### src/rtl/instr_encoder_if.sv
// Field-bundle stream into the encoder plus the instruction-memory write
// port and session status coming back out of it.
//
// Handshake: a bundle transfers on a rising clk edge where in_valid and
// in_ready are both 1. The source must hold the bundle (fields and in_last)
// stable while in_valid = 1 and in_ready = 0; in_ready never depends
// combinationally on in_valid.
interface instr_encoder_if #(
    parameter int ADDR_W = 8
);
    logic              in_valid;
    logic              in_ready;
    logic [2:0]        in_fmt;
    logic [4:0]        in_rd;
    logic [4:0]        in_rs1;
    logic [4:0]        in_rs2;
    logic [2:0]        in_funct3;
    logic              in_funct7b5;
    logic [31:0]       in_imm;
    logic              in_last;
    logic              mem_we;
    logic [ADDR_W-1:0] mem_addr;
    logic [31:0]       mem_wdata;
    logic              done;
    logic              err;
    logic [ADDR_W:0]   count;

    // Bundle source / memory sink side (boot source or testbench)
    modport master (
        output in_valid, in_fmt, in_rd, in_rs1, in_rs2, in_funct3,
               in_funct7b5, in_imm, in_last,
        input  in_ready, mem_we, mem_addr, mem_wdata, done, err, count
    );

    // Encoder side
    modport slave (
        input  in_valid, in_fmt, in_rd, in_rs1, in_rs2, in_funct3,
               in_funct7b5, in_imm, in_last,
        output in_ready, mem_we, mem_addr, mem_wdata, done, err, count
    );
endinterface

### src/rtl/instr_encoder.sv
// Instruction encoder / program loader: packs decoded RV32I fields into a
// 32-bit instruction word and writes the words sequentially into
// instruction memory, starting at word 0 for every session.
module instr_encoder #(
    parameter int ADDR_W = 8
) (
    input  logic           clk,
    input  logic           rst,
    input  logic           start,
    instr_encoder_if.slave bus,
    output logic [1:0]     state_o
);
    typedef enum logic [1:0] {
        IDLE   = 2'd0,
        ACTIVE = 2'd1,
        DONE   = 2'd2
    } state_t;

    localparam logic [ADDR_W-1:0] PTR_LAST = '1;

    state_t            state_q;
    logic              ready_q;
    logic              we_q;
    logic              done_q;
    logic              err_q;
    logic [ADDR_W-1:0] ptr_q;
    logic [ADDR_W-1:0] addr_q;
    logic [31:0]       wdata_q;
    logic [ADDR_W:0]   count_q;

    logic [31:0]       word_d;
    logic [6:0]        op_d;
    logic              is_shift;

    assign is_shift = (bus.in_funct3 == 3'b001) || (bus.in_funct3 == 3'b101);

    // Pack the presented bundle into an instruction word; unused fields are 0
    always_comb begin
        op_d   = 7'b0000000;
        word_d = 32'h0000_0000;
        case (bus.in_fmt)
            3'd0: begin
                op_d   = 7'b0110011;
                word_d = {1'b0, bus.in_funct7b5, 5'b00000, bus.in_rs2, bus.in_rs1,
                          bus.in_funct3, bus.in_rd, op_d};
            end
            3'd1: begin
                op_d = 7'b0010011;
                if (is_shift) begin
                    word_d = {1'b0, bus.in_funct7b5, 5'b00000, bus.in_imm[4:0],
                              bus.in_rs1, bus.in_funct3, bus.in_rd, op_d};
                end else begin
                    word_d = {bus.in_imm[11:0], bus.in_rs1, bus.in_funct3,
                              bus.in_rd, op_d};
                end
            end
            3'd2: begin
                op_d   = 7'b0000011;
                word_d = {bus.in_imm[11:0], bus.in_rs1, bus.in_funct3, bus.in_rd, op_d};
            end
            3'd3: begin
                op_d   = 7'b0100011;
                word_d = {bus.in_imm[11:5], bus.in_rs2, bus.in_rs1, bus.in_funct3,
                          bus.in_imm[4:0], op_d};
            end
            3'd4: begin
                op_d   = 7'b1100011;
                word_d = {bus.in_imm[12], bus.in_imm[10:5], bus.in_rs2, bus.in_rs1,
                          bus.in_funct3, bus.in_imm[4:1], bus.in_imm[11], op_d};
            end
            3'd5: begin
                op_d   = 7'b1101111;
                word_d = {bus.in_imm[20], bus.in_imm[10:1], bus.in_imm[11],
                          bus.in_imm[19:12], bus.in_rd, op_d};
            end
            3'd6: begin
                op_d   = 7'b0110111;
                word_d = {bus.in_imm[31:12], bus.in_rd, op_d};
            end
            default: begin
                op_d   = 7'b0010111;
                word_d = {bus.in_imm[31:12], bus.in_rd, op_d};
            end
        endcase
    end

    // Session FSM with registered handshake, write port and status outputs
    always_ff @(posedge clk or posedge rst) begin
        if (rst) begin
            state_q <= IDLE;
            ready_q <= 1'b0;
            we_q    <= 1'b0;
            done_q  <= 1'b0;
            err_q   <= 1'b0;
            ptr_q   <= '0;
            addr_q  <= '0;
            wdata_q <= 32'h0000_0000;
            count_q <= '0;
        end else begin
            we_q   <= 1'b0;
            done_q <= 1'b0;
            case (state_q)
                IDLE: begin
                    if (start) begin
                        state_q <= ACTIVE;
                        ready_q <= 1'b1;
                        ptr_q   <= '0;
                        count_q <= '0;
                        err_q   <= 1'b0;
                    end
                end
                ACTIVE: begin
                    if (bus.in_valid && ready_q) begin
                        we_q    <= 1'b1;
                        addr_q  <= ptr_q;
                        wdata_q <= word_d;
                        ptr_q   <= ptr_q + 1'b1;
                        count_q <= count_q + 1'b1;
                        if (bus.in_last) begin
                            state_q <= DONE;
                            ready_q <= 1'b0;
                        end else if (ptr_q == PTR_LAST) begin
                            // Memory is full but the source still has more
                            state_q <= DONE;
                            ready_q <= 1'b0;
                            err_q   <= 1'b1;
                        end
                    end
                end
                DONE: begin
                    done_q  <= 1'b1;
                    state_q <= IDLE;
                end
                default: begin
                    state_q <= IDLE;
                    ready_q <= 1'b0;
                end
            endcase
        end
    end

    assign bus.in_ready  = ready_q;
    assign bus.mem_we    = we_q;
    assign bus.mem_addr  = addr_q;
    assign bus.mem_wdata = wdata_q;
    assign bus.done      = done_q;
    assign bus.err       = err_q;
    assign bus.count     = count_q;
    assign state_o       = state_q;
endmodule

### src/flat_wrapper.sv
// flat-port wrapper written by rule: the top's interface ports become plain ports
module instr_encoder_flat 
#(
    parameter int ADDR_W = 8
)
  (clk, rst, start, state_o, bus_in_valid, bus_in_fmt, bus_in_rd, bus_in_rs1, bus_in_rs2, bus_in_funct3, bus_in_funct7b5, bus_in_imm, bus_in_last, bus_in_ready, bus_mem_we, bus_mem_addr, bus_mem_wdata, bus_done, bus_err, bus_count);
  instr_encoder_if #(.ADDR_W(ADDR_W)) bus_i ();
  input  logic clk;
  input  logic rst;
  input  logic start;
  output logic [1:0] state_o;
  input wire logic [$bits(bus_i.in_valid)-1:0] bus_in_valid;
  input wire logic [$bits(bus_i.in_fmt)-1:0] bus_in_fmt;
  input wire logic [$bits(bus_i.in_rd)-1:0] bus_in_rd;
  input wire logic [$bits(bus_i.in_rs1)-1:0] bus_in_rs1;
  input wire logic [$bits(bus_i.in_rs2)-1:0] bus_in_rs2;
  input wire logic [$bits(bus_i.in_funct3)-1:0] bus_in_funct3;
  input wire logic [$bits(bus_i.in_funct7b5)-1:0] bus_in_funct7b5;
  input wire logic [$bits(bus_i.in_imm)-1:0] bus_in_imm;
  input wire logic [$bits(bus_i.in_last)-1:0] bus_in_last;
  output wire logic [$bits(bus_i.in_ready)-1:0] bus_in_ready;
  output wire logic [$bits(bus_i.mem_we)-1:0] bus_mem_we;
  output wire logic [$bits(bus_i.mem_addr)-1:0] bus_mem_addr;
  output wire logic [$bits(bus_i.mem_wdata)-1:0] bus_mem_wdata;
  output wire logic [$bits(bus_i.done)-1:0] bus_done;
  output wire logic [$bits(bus_i.err)-1:0] bus_err;
  output wire logic [$bits(bus_i.count)-1:0] bus_count;
  assign bus_i.in_valid = bus_in_valid;
  assign bus_i.in_fmt = bus_in_fmt;
  assign bus_i.in_rd = bus_in_rd;
  assign bus_i.in_rs1 = bus_in_rs1;
  assign bus_i.in_rs2 = bus_in_rs2;
  assign bus_i.in_funct3 = bus_in_funct3;
  assign bus_i.in_funct7b5 = bus_in_funct7b5;
  assign bus_i.in_imm = bus_in_imm;
  assign bus_i.in_last = bus_in_last;
  assign bus_in_ready = bus_i.in_ready;
  assign bus_mem_we = bus_i.mem_we;
  assign bus_mem_addr = bus_i.mem_addr;
  assign bus_mem_wdata = bus_i.mem_wdata;
  assign bus_done = bus_i.done;
  assign bus_err = bus_i.err;
  assign bus_count = bus_i.count;
  instr_encoder #(.ADDR_W(ADDR_W)) u_core (.clk(clk), .rst(rst), .start(start), .bus(bus_i), .state_o(state_o));
endmodule
### config.mk
export PLATFORM = sky130hd
export DESIGN_NAME = instr_encoder_flat
export DESIGN_NICKNAME = d
export VERILOG_FILES = /design/src/rtl/instr_encoder_if.sv /design/src/rtl/instr_encoder.sv /design/src/flat_wrapper.sv
export SDC_FILE = /design/constraint.sdc
export NUM_CORES = 1
export LEC_CHECK = 0
export CORE_ASPECT_RATIO = 2
export CORE_MARGIN = 4
export CORE_UTILIZATION = 40
export DETAILED_ROUTE_END_ITERATION = 16
export PLACE_DENSITY_LB_ADDON = 0.12
export SYNTH_ARGS = -nofsm -noshare
export SYNTH_HDL_FRONTEND = slang
export SYNTH_SLANG_ARGS = --single-unit
### constraint.sdc
create_clock -name clk -period 2.1 [get_ports clk]
set_clock_uncertainty 0.2 [all_clocks]
set_input_delay 0.21 -clock clk [delete_from_list [all_inputs] [get_ports clk]]
set_output_delay 0.21 -clock clk [all_outputs]
set_load 0.02 [all_outputs]
==> results of run 1 <==
[layout make-up]
class / count / area share (%)
inverters: 8 / 0.634
multi-input cells: 239 / 29.0
repair buffers: 131 / 27.8
well taps: 92 / 2.43
clock inverters: 7 / 2.56
clock buffers: 9 / 4.76
flip-flops and latches: 62 / 32.8
[power by group through the flow]
stage / logic (mW) / registers [mW] / clock network (mW)
floorplan: 0.764 / 2.28 / 0
global placement: 2.31 / 1.89 / 0
detailed placement: 2.36 / 1.90 / 0
CTS: 2.36 / 1.88 / 1.74
global route: 2.51 / 1.94 / 1.78
finish: 2.32 / 1.88 / 1.71
[worst max path at each step]
stage | startpoint | slack [ns] | end
floorplan | rst | 0.15 | u_core.bus.count[0]
global placement | bus_in_fmt[2] | 0.05 | u_core.bus.mem_wdata[25]
detailed placement | bus_in_fmt[1] | 0.02 | u_core.bus.mem_wdata[9]
CTS | u_core.state_o[0] | 0.18 | state_o[0]
global route | u_core.bus.count[1] | 0.10 | u_core.bus.count[8]
finish | u_core.state_o[0] | 0.19 | state_o[0]
[metal layers]
| metal | GRT usage [%] | part of all wire, % |
|---|---|---|
| met1 | 19.0 | 34 |
| met2 | 38.4 | 58 |
| met3 | 4.97 | 4.9 |
| met4 | 8.96 | 3.1 |
| met5 | 0 | 0 |
[layout by cell type (no fill, tap or decap), drive strengths merged, types with 3 or more instances in the layout]
cell and instances:
inv 8, clkbuf 9, or3 3, dfrtp 62, mux2i 20, nand2 63, nand4 8, buf 18
clkdlybuf4s50 113, clkinvlp 3, a221oi 6, nor2 36, nand2b 5, nand3 5, xnor2 4, a21oi 9
nor3b 3, o21ai 37, xor2 4, nor3 4, bufinv 3
[flip-flops by register name (all words and copies together), names as in the netlist]
signal and cells:
u_core.state_o 2, u_core.bus.err 1, u_core.ptr_q 8, u_core.bus.done 1, u_core.bus.mem_wdata 31, u_core.bus.mem_addr 8
u_core.bus.mem_we 1, u_core.bus.count 9, u_core.bus.in_ready 1
[logic make-up (layout without fill, tap and decap cells)]
kind of cell | after synthesis | after routing | share of synthesized area [%]
DFF | 62 | 62 | 50.9
AOI/OAI and AO/OA | 73 | 73 | 15.2
buffers and inverters | 27 | 155 | 3.94
xor gates and xnor gates | 8 | 8 | 2.30
muxes | 21 | 21 | 6.94
adders and majority gates | 2 | 2 | 0.822
and+or+nand+nor | 135 | 135 | 19.8
[per-stage QoR]
| step | setup WS [ns] | cell area, um2 | hold slack [ns] | cells | util, % |
|---|---|---|---|---|---|
| floorplan | 0.149 | 3050 | 0.107 | 328 | - |
| global placement | 0.0534 | 4390 | 0.252 | 532 | 59.9 |
| detailed placement | 0.0164 | 4390 | 0.265 | 532 | 59.9 |
| CTS | 0.177 | 4730 | 0.00422 | 548 | 64.6 |
| global route | 0.102 | 4730 | 0.0489 | 548 | 64.6 |
| finish | 0.187 | 4730 | -0.00254 | 548 | 64.6 |
==> impl_metrics.json, run 1 <==
{
  "outcome": "complete, but fails checks",
  "failed_checks": "hold timing",
  "die_h_um": 131,
  "relSlewSlack_pct": 61.9,
  "routedWlPerCell_um": 16.0,
  "switchingPower_mw": 2.08,
  "total_power_mw": 5.91,
  "synth.top_cell.area_share_pct": 50.9,
  "yosysMostFrequentCell": "nand2_1",
  "fp-row-count": 44,
  "htree_levels": 3,
  "max_freq_mhz": 523,
  "crit_type": "reg2out",
  "timing.rr.start": "u_core.bus.count[0]",
  "synthTopCellsByCount": "nand2_1 (63), dfrtp_1 (62), nor2_1 (36), o21ai_0 (36), mux2i_1 (20)",
  "cts_resized": 0,
  "fp.dieArea_um2": 9160,
  "nets": 512,
  "drv_cap": 0,
  "grt_pass1_wl_mm": 14.3,
  "yosysTopAreaCell": "dfrtp_1",
  "final-max-slew-violation-count": 0,
  "setup_viol": 0,
  "fin_tns_setup_ns": 0,
  "vias": 2839,
  "routed_via_density": 5.18,
  "required_ns": 1.69,
  "cts-root-buf": "clkbuf_16",
  "dr.pass1.iters": 4,
  "drive_gt1_share_pct": 9.43,
  "synth_cell_types": 45,
  "ant_nets": 0,
  "path_max_fanout": 10,
  "drtIter0Drc": 146,
  "post-route-period-util_pct": 91.1,
  "crit_slowest_cell": "clkdlybuf4s50_1",
  "intPower_mw": 3.84,
  "comb_power_share_pct": 39.3,
  "n_antenna_cell": 0,
  "clock_power_share_pct": 28.9,
  "clk_pin_slew_ns": 0.06,
  "synthCells": 328,
  "insertion_delay_ns": 0.32,
  "cts_buffers": 9,
  "seq_area_um2": 1550,
  "io_pins": 114,
  "drc": 0,
  "rsz0062_at_grt": "false",
  "gp_congestion": 0.810,
  "p_sw_share_pct": 35.1,
  "multi_input_area_um2": 1370,
  "slowest_delay_ns": 0.66,
  "worst_pin_slew_ns": 0.571,
  "rrSetupSlack_ns": 0.22,
  "cp-end-kind": "output pin",
  "hold_viol_final": 2,
  "hp-class": "in2async",
  "avgSynthCellArea_um2": 9.28,
  "synth-edff-count": 0,
  "post_cts_buffers": 0,
  "grt_max_degree": 36,
  "cp.depth": 1,
  "peakVddDrop_mv": 0.834,
  "critPathTopFamily": "buffers and inverters",
  "arrival_ns": 1.50,
  "cts.sinks": 62,
  "cts_tree": "yes",
  "reg2reg_depth": 5,
  "crit_chain": "clkdlybuf4s50_1",
  "ys_async_sr_fraction_pct": 100,
  "p_per_area_nw_per_um2": 1250,
  "yosysWarningCount": 0,
  "crit_buf_inv": 1,
  "track_usage_pct": 19.8,
  "clock_path_buffers": 2,
  "p_leak_nw": 2.08,
  "ys.flop_type": "dfrtp_1",
  "ys_top_cells_by_area": "dfrtp_1 (51%), nand2_1 (7.8%), mux2i_1 (6.6%), o21ai_0 (5.9%), nor2_1 (4.4%)",
  "num-fill-cells": 622,
  "ys_seq_area_share_pct": 50.9,
  "core_um2": 7320,
  "drt_wl_total_mm": 8.79,
  "die_x_um": 69.7,
  "initial_utilization_pct": 41.6,
  "critPathLaunchType": "flop",
  "hold_buffers": 0,
  "seqPwrFrac_pct": 31.8,
  "place_hpwl_mm": 6.79,
  "port_buffers": 113,
  "ys_ff_latch": 62,
  "antenna_found_initial": 0,
  "holdWs_ns": -0.00254,
  "fin_crit_ns": 1.91,
  "r2r-end": "u_core.bus.count[8]",
  "grt_pass1_vias": 2926,
  "syn_to_final_growth_pct": 55.4,
  "synth_fp_nets": 389,
  "overflow": 0,
  "syn_area_um2": 3050
}
Power figures use the tool's default switching activity.
==> run 2, diff against run 1 <==
- PLACE_DENSITY: unset -> 0.83
- PLACE_DENSITY_LB_ADDON: 0.12 -> unset
==> impl_metrics.json, run 2 (same netlist as run 1, synthesis figures left out) <==
{
  "hp-class": "in2async",
  "ant_nets": 0,
  "worst_pin_slew_ns": 0.385,
  "track_usage_pct": 19.3,
  "crit_slowest_cell": "dfrtp_1",
  "clk_pin_slew_ns": 0.05,
  "n_antenna_cell": 0,
  "overflow": 0,
  "largest_register_ffs": 31,
  "critPathLaunchType": "flop",
  "syn_to_final_growth_pct": 53.2,
  "p_sw_share_pct": 34.9,
  "core_um2": 7320,
  "cp-end-kind": "flop",
  "routedWlPerCell_um": 15.7,
  "die_h_um": 131,
  "dr.pass1.iters": 4,
  "required_ns": 2.14,
  "peakVddDrop_mv": 0.844,
  "post-place-ws_ns": 0.0469,
  "place_hpwl_mm": 6.65,
  "comb_power_share_pct": 39.9,
  "final-max-slew-violation-count": 0,
  "timing.rr.start": "u_core.bus.count[0]",
  "drive_gt1_share_pct": 7.98,
  "rrSetupSlack_ns": 0.23,
  "crit_type": "reg2reg",
  "fp.dieArea_um2": 9160,
  "intPower_mw": 3.73,
  "p_leak_nw": 2.05,
  "drtIter0Drc": 161,
  "setup_viol": 0,
  "arrival_ns": 1.92,
  "post-route-period-util_pct": 89.2,
  "vias": 2835,
  "seqPwrFrac_pct": 32.8,
  "drt_wl_total_mm": 8.53,
  "fin_crit_ns": 1.87,
  "outcome": "completed",
  "relSlewSlack_pct": 74.3,
  "drv_cap": 0,
  "reg2reg_depth": 5,
  "gp_congestion": 0.847,
  "hold_buffers": 0,
  "path_max_fanout": 6,
  "slowest_delay_ns": 0.44,
  "die_x_um": 69.7,
  "mostFrequentLayoutCells": "clkdlybuf4s50_1 (113), nand2_1 (63), dfrtp_1 (62)",
  "htree_levels": 3,
  "io_pins": 114,
  "p_per_area_nw_per_um2": 1230,
  "grt_max_degree": 47,
  "fp-row-count": 44,
  "final_common_cell": "clkdlybuf4s50_1",
  "max_freq_mhz": 534,
  "rsz0062_at_grt": "false",
  "switchingPower_mw": 2.00,
  "drc": 0,
  "cts_resized": 0,
  "antenna_found_initial": 0,
  "cts_buffers": 9,
  "cts-root-buf": "clkbuf_16",
  "crit_chain": "ha_1, nand4_1, or2_2, or3_1, a21oi_1",
  "port_buffers": 113,
  "clock_path_buffers": 2,
  "grt_pass1_wl_mm": 14.1,
  "initial_utilization_pct": 41.6,
  "r2r-end": "u_core.bus.count[8]",
  "insertion_delay_ns": 0.32,
  "grt_pass1_vias": 3025,
  "fin_tns_setup_ns": 0,
  "cts.sinks": 62,
  "cts_tree": "yes",
  "post_cts_buffers": 0,
  "setup_ws_ns": 0.226,
  "hold_viol_final": 0,
  "nets": 507,
  "routed_via_density": 5.22,
  "clock_power_share_pct": 27.3
}
[run 2: power by group through the flow]
| stage | combinational, mW | clock [mW] | sequential, mW |
|---|---|---|---|
| 6_report | 2.29 | 1.56 | 1.88 |
| 3_3_place_gp | 2.26 | 0 | 1.87 |
| 4_1_cts | 2.32 | 1.59 | 1.88 |
| 5_1_grt | 2.49 | 1.63 | 1.93 |
| 3_5_place_dp | 2.33 | 0 | 1.89 |
| 2_1_floorplan | 0.764 | 0 | 2.28 |
[run 2: worst max-delay path: cells and delay by family (launching register included)]
family	cells	cell delay, ns
AO/OA/AOI/OAI	1	0.15
adder cells (fa/ha/maj)	1	0.22
flip-flops	1	0.44
AND/OR/NAND/NOR	3	0.78
[run 2: cell type report]
cell class                      instances  area (um2)
Fill cell                             615        2660
Tap cell                               92         115
Timing Repair Buffer                  126        1280
Multi-Input combinational cell        239        1370
Inverter                                8        30.0
Sequential cell                        62        1550
Clock inverter                          4        70.1
Clock buffer                           12         246
[run 2: worst max-delay path by stage]
stage                                    from                        to  slack [ns]  depth (start not counted)
after global routing      u_core.bus.count[0]       u_core.bus.count[8]        0.13                          5
after detailed placement        bus_in_fmt[1]  u_core.bus.mem_wdata[11]        0.05                          5
final                     u_core.bus.count[0]       u_core.bus.count[8]        0.23                          5
after global placement                  start       u_core.bus.count[6]        0.09                          5
after CTS                   u_core.state_o[0]                state_o[0]        0.21                          1
after floorplan                           rst       u_core.bus.count[0]        0.15                          1
[run 2: per-stage QoR]
step | cell area, um2 | std cells | hold WS [ns] | utilization, % | power (mW)
finish | 4670 | 543 | 0.00579 | 63.7 | 5.73
global route | 4670 | 543 | 0.0486 | 63.7 | 6.05
detailed placement | 4350 | 527 | 0.261 | 59.4 | 4.22
CTS | 4670 | 543 | 0.00942 | 63.7 | 5.79
floorplan | 3050 | 328 | 0.107 | - | 3.04
global placement | 4350 | 527 | 0.254 | 59.4 | 4.13
[run 2: per-layer routing]
layer  share of wire [%]  global-route usage [%]
met2                  57                    36.5
met5                   0                       0
met4                 3.4                    10.3
met3                 4.7                    4.20
met1                  35                    19.0
==> run 3, diff against run 2 <==
- REMOVE_ABC_BUFFERS: unset -> 1
- SLEW_MARGIN: unset -> 5
==> impl_metrics.json, run 3 (same netlist as run 1, synthesis figures left out) <==
{
  "fp.dieArea_um2": 9160,
  "hp-class": "in2async",
  "syn_to_final_growth_pct": 52.1,
  "drc": 0,
  "drtIter0Drc": 171,
  "drive_gt1_share_pct": 8.02,
  "initial_utilization_pct": 41.6,
  "outcome": "completed",
  "cts_resized": 0,
  "peakVddDrop_mv": 0.597,
  "cts_tree": "yes",
  "fp-row-count": 44,
  "post-route-period-util_pct": 90.3,
  "clk_pin_slew_ns": 0.05,
  "rrSetupSlack_ns": 0.20,
  "timing.rr.start": "u_core.bus.count[0]",
  "io_pins": 114,
  "mostFrequentLayoutCells": "clkdlybuf4s50_1 (113), nand2_1 (63), dfrtp_1 (62)",
  "track_usage_pct": 18.5,
  "setup_viol": 0,
  "htree_levels": 3,
  "drt_wl_total_mm": 8.27,
  "worst_pin_slew_ns": 0.336,
  "antenna_found_initial": 0,
  "holdWs_ns": 0.0723,
  "fin_crit_ns": 1.90,
  "cts.sinks": 62,
  "fin_tns_setup_ns": 0,
  "crit_type": "reg2reg",
  "drv_cap": 0,
  "hold_buffers": 0,
  "final_common_cell": "clkdlybuf4s50_1",
  "wl_met1_mm": 2.99,
  "r2r-end": "u_core.bus.count[8]",
  "top_layer": "met4",
  "wl_met2_mm": 4.69,
  "die_h_um": 131,
  "vias": 2816,
  "final-max-slew-violation-count": 0,
  "largest_register_ffs": 31,
  "routedWlPerCell_um": 15.3,
  "n_antenna_cell": 0,
  "grt_pass1_vias": 2897,
  "cts_buffers": 9,
  "arrival_ns": 1.94,
  "ant_nets": 0,
  "rsz0062_at_grt": "false",
  "clock_path_buffers": 2,
  "max_freq_mhz": 528,
  "hold_viol_final": 0,
  "overflow": 0,
  "required_ns": 2.15,
  "reg2reg_depth": 5,
  "setup_ws_ns": 0.205,
  "post_cts_buffers": 0,
  "routed_via_density": 5.21,
  "gp_congestion": 0.815,
  "critPathLaunchType": "flop",
  "die_x_um": 69.7,
  "cp-end-kind": "flop",
  "path_max_fanout": 6,
  "core_um2": 7320,
  "grt_pass1_wl_mm": 13.7,
  "p_leak_nw": 2.04,
  "p_per_area_nw_per_um2": 1180,
  "relSlewSlack_pct": 77.6,
  "nets": 508,
  "cts-root-buf": "clkbuf_16",
  "dr.pass1.iters": 4,
  "dr_wl_met3_um": 378,
  "place_hpwl_mm": 6.27,
  "insertion_delay_ns": 0.32,
  "port_buffers": 113,
  "grt_max_degree": 63,
  "post-place-ws_ns": 0.0471
}
run 3: cell types whose count changed in the layout (fill, tap and decap cells not counted):
cell,change
bufinv_16,-2
clkbuf_8,+1
buf_12,+1
clkbuf_1,-2
run 3: worst max path at each step:
stage	startpoint	endpoint	slack, ns	depth (start not counted)
finish	u_core.bus.count[0]	u_core.bus.count[8]	0.20	5
global route	u_core.bus.count[1]	u_core.bus.count[8]	0.08	5
CTS	u_core.bus.count[0]	u_core.bus.count[8]	0.21	5
detailed placement	start	u_core.bus.count[7]	0.05	5
global placement	start	u_core.bus.count[6]	0.09	5
floorplan	u_core.bus.in_ready	u_core.bus.count[3]	-1.38	5
run 3: through the flow:
stage | instances | total power, mW | cell area (um2) | util, %
4_1_cts | 541 | 5.56 | 4630 | 63.3
3_3_place_gp | 528 | 4.15 | 4370 | 59.7
6_report | 541 | 5.48 | 4630 | 63.3
3_5_place_dp | 528 | 4.23 | 4370 | 59.7
2_1_floorplan | 309 | 2.97 | 2960 | -
5_1_grt | 541 | 5.82 | 4630 | 63.3
run 3: area by class of cell:
cell class	instances	area, um2
inverters	8	30.0
fillers	601	2690
flip-flops and latches	62	1550
repair buffers	127	1300
multi-input cells	239	1370
well taps	92	115
clock inverters	2	10.0
clock buffers	11	253
run 3: report_power, final:
group	internal (mW)	switching [mW]	total, mW
Clock	0.836	0.471	1.31
Sequential	1.59	0.286	1.87
Combinational	1.08	1.23	2.30
Total	3.50	1.98	5.48
run 3: worst max-delay path, cell delays in order, from the launching register on:
cell and delay, ns:
dfrtp_1 0.44, ha_1 0.24, nand4_1 0.15, or2_2 0.33
or3_1 0.31, a21oi_1 0.14
run 3: per-layer routing:
metal	up-vias	GRT usage (%)
li1	1378	-
met1	1339	19.3
met2	83	34.6
met3	16	4.51
met4	0	7.89
met5	-	0
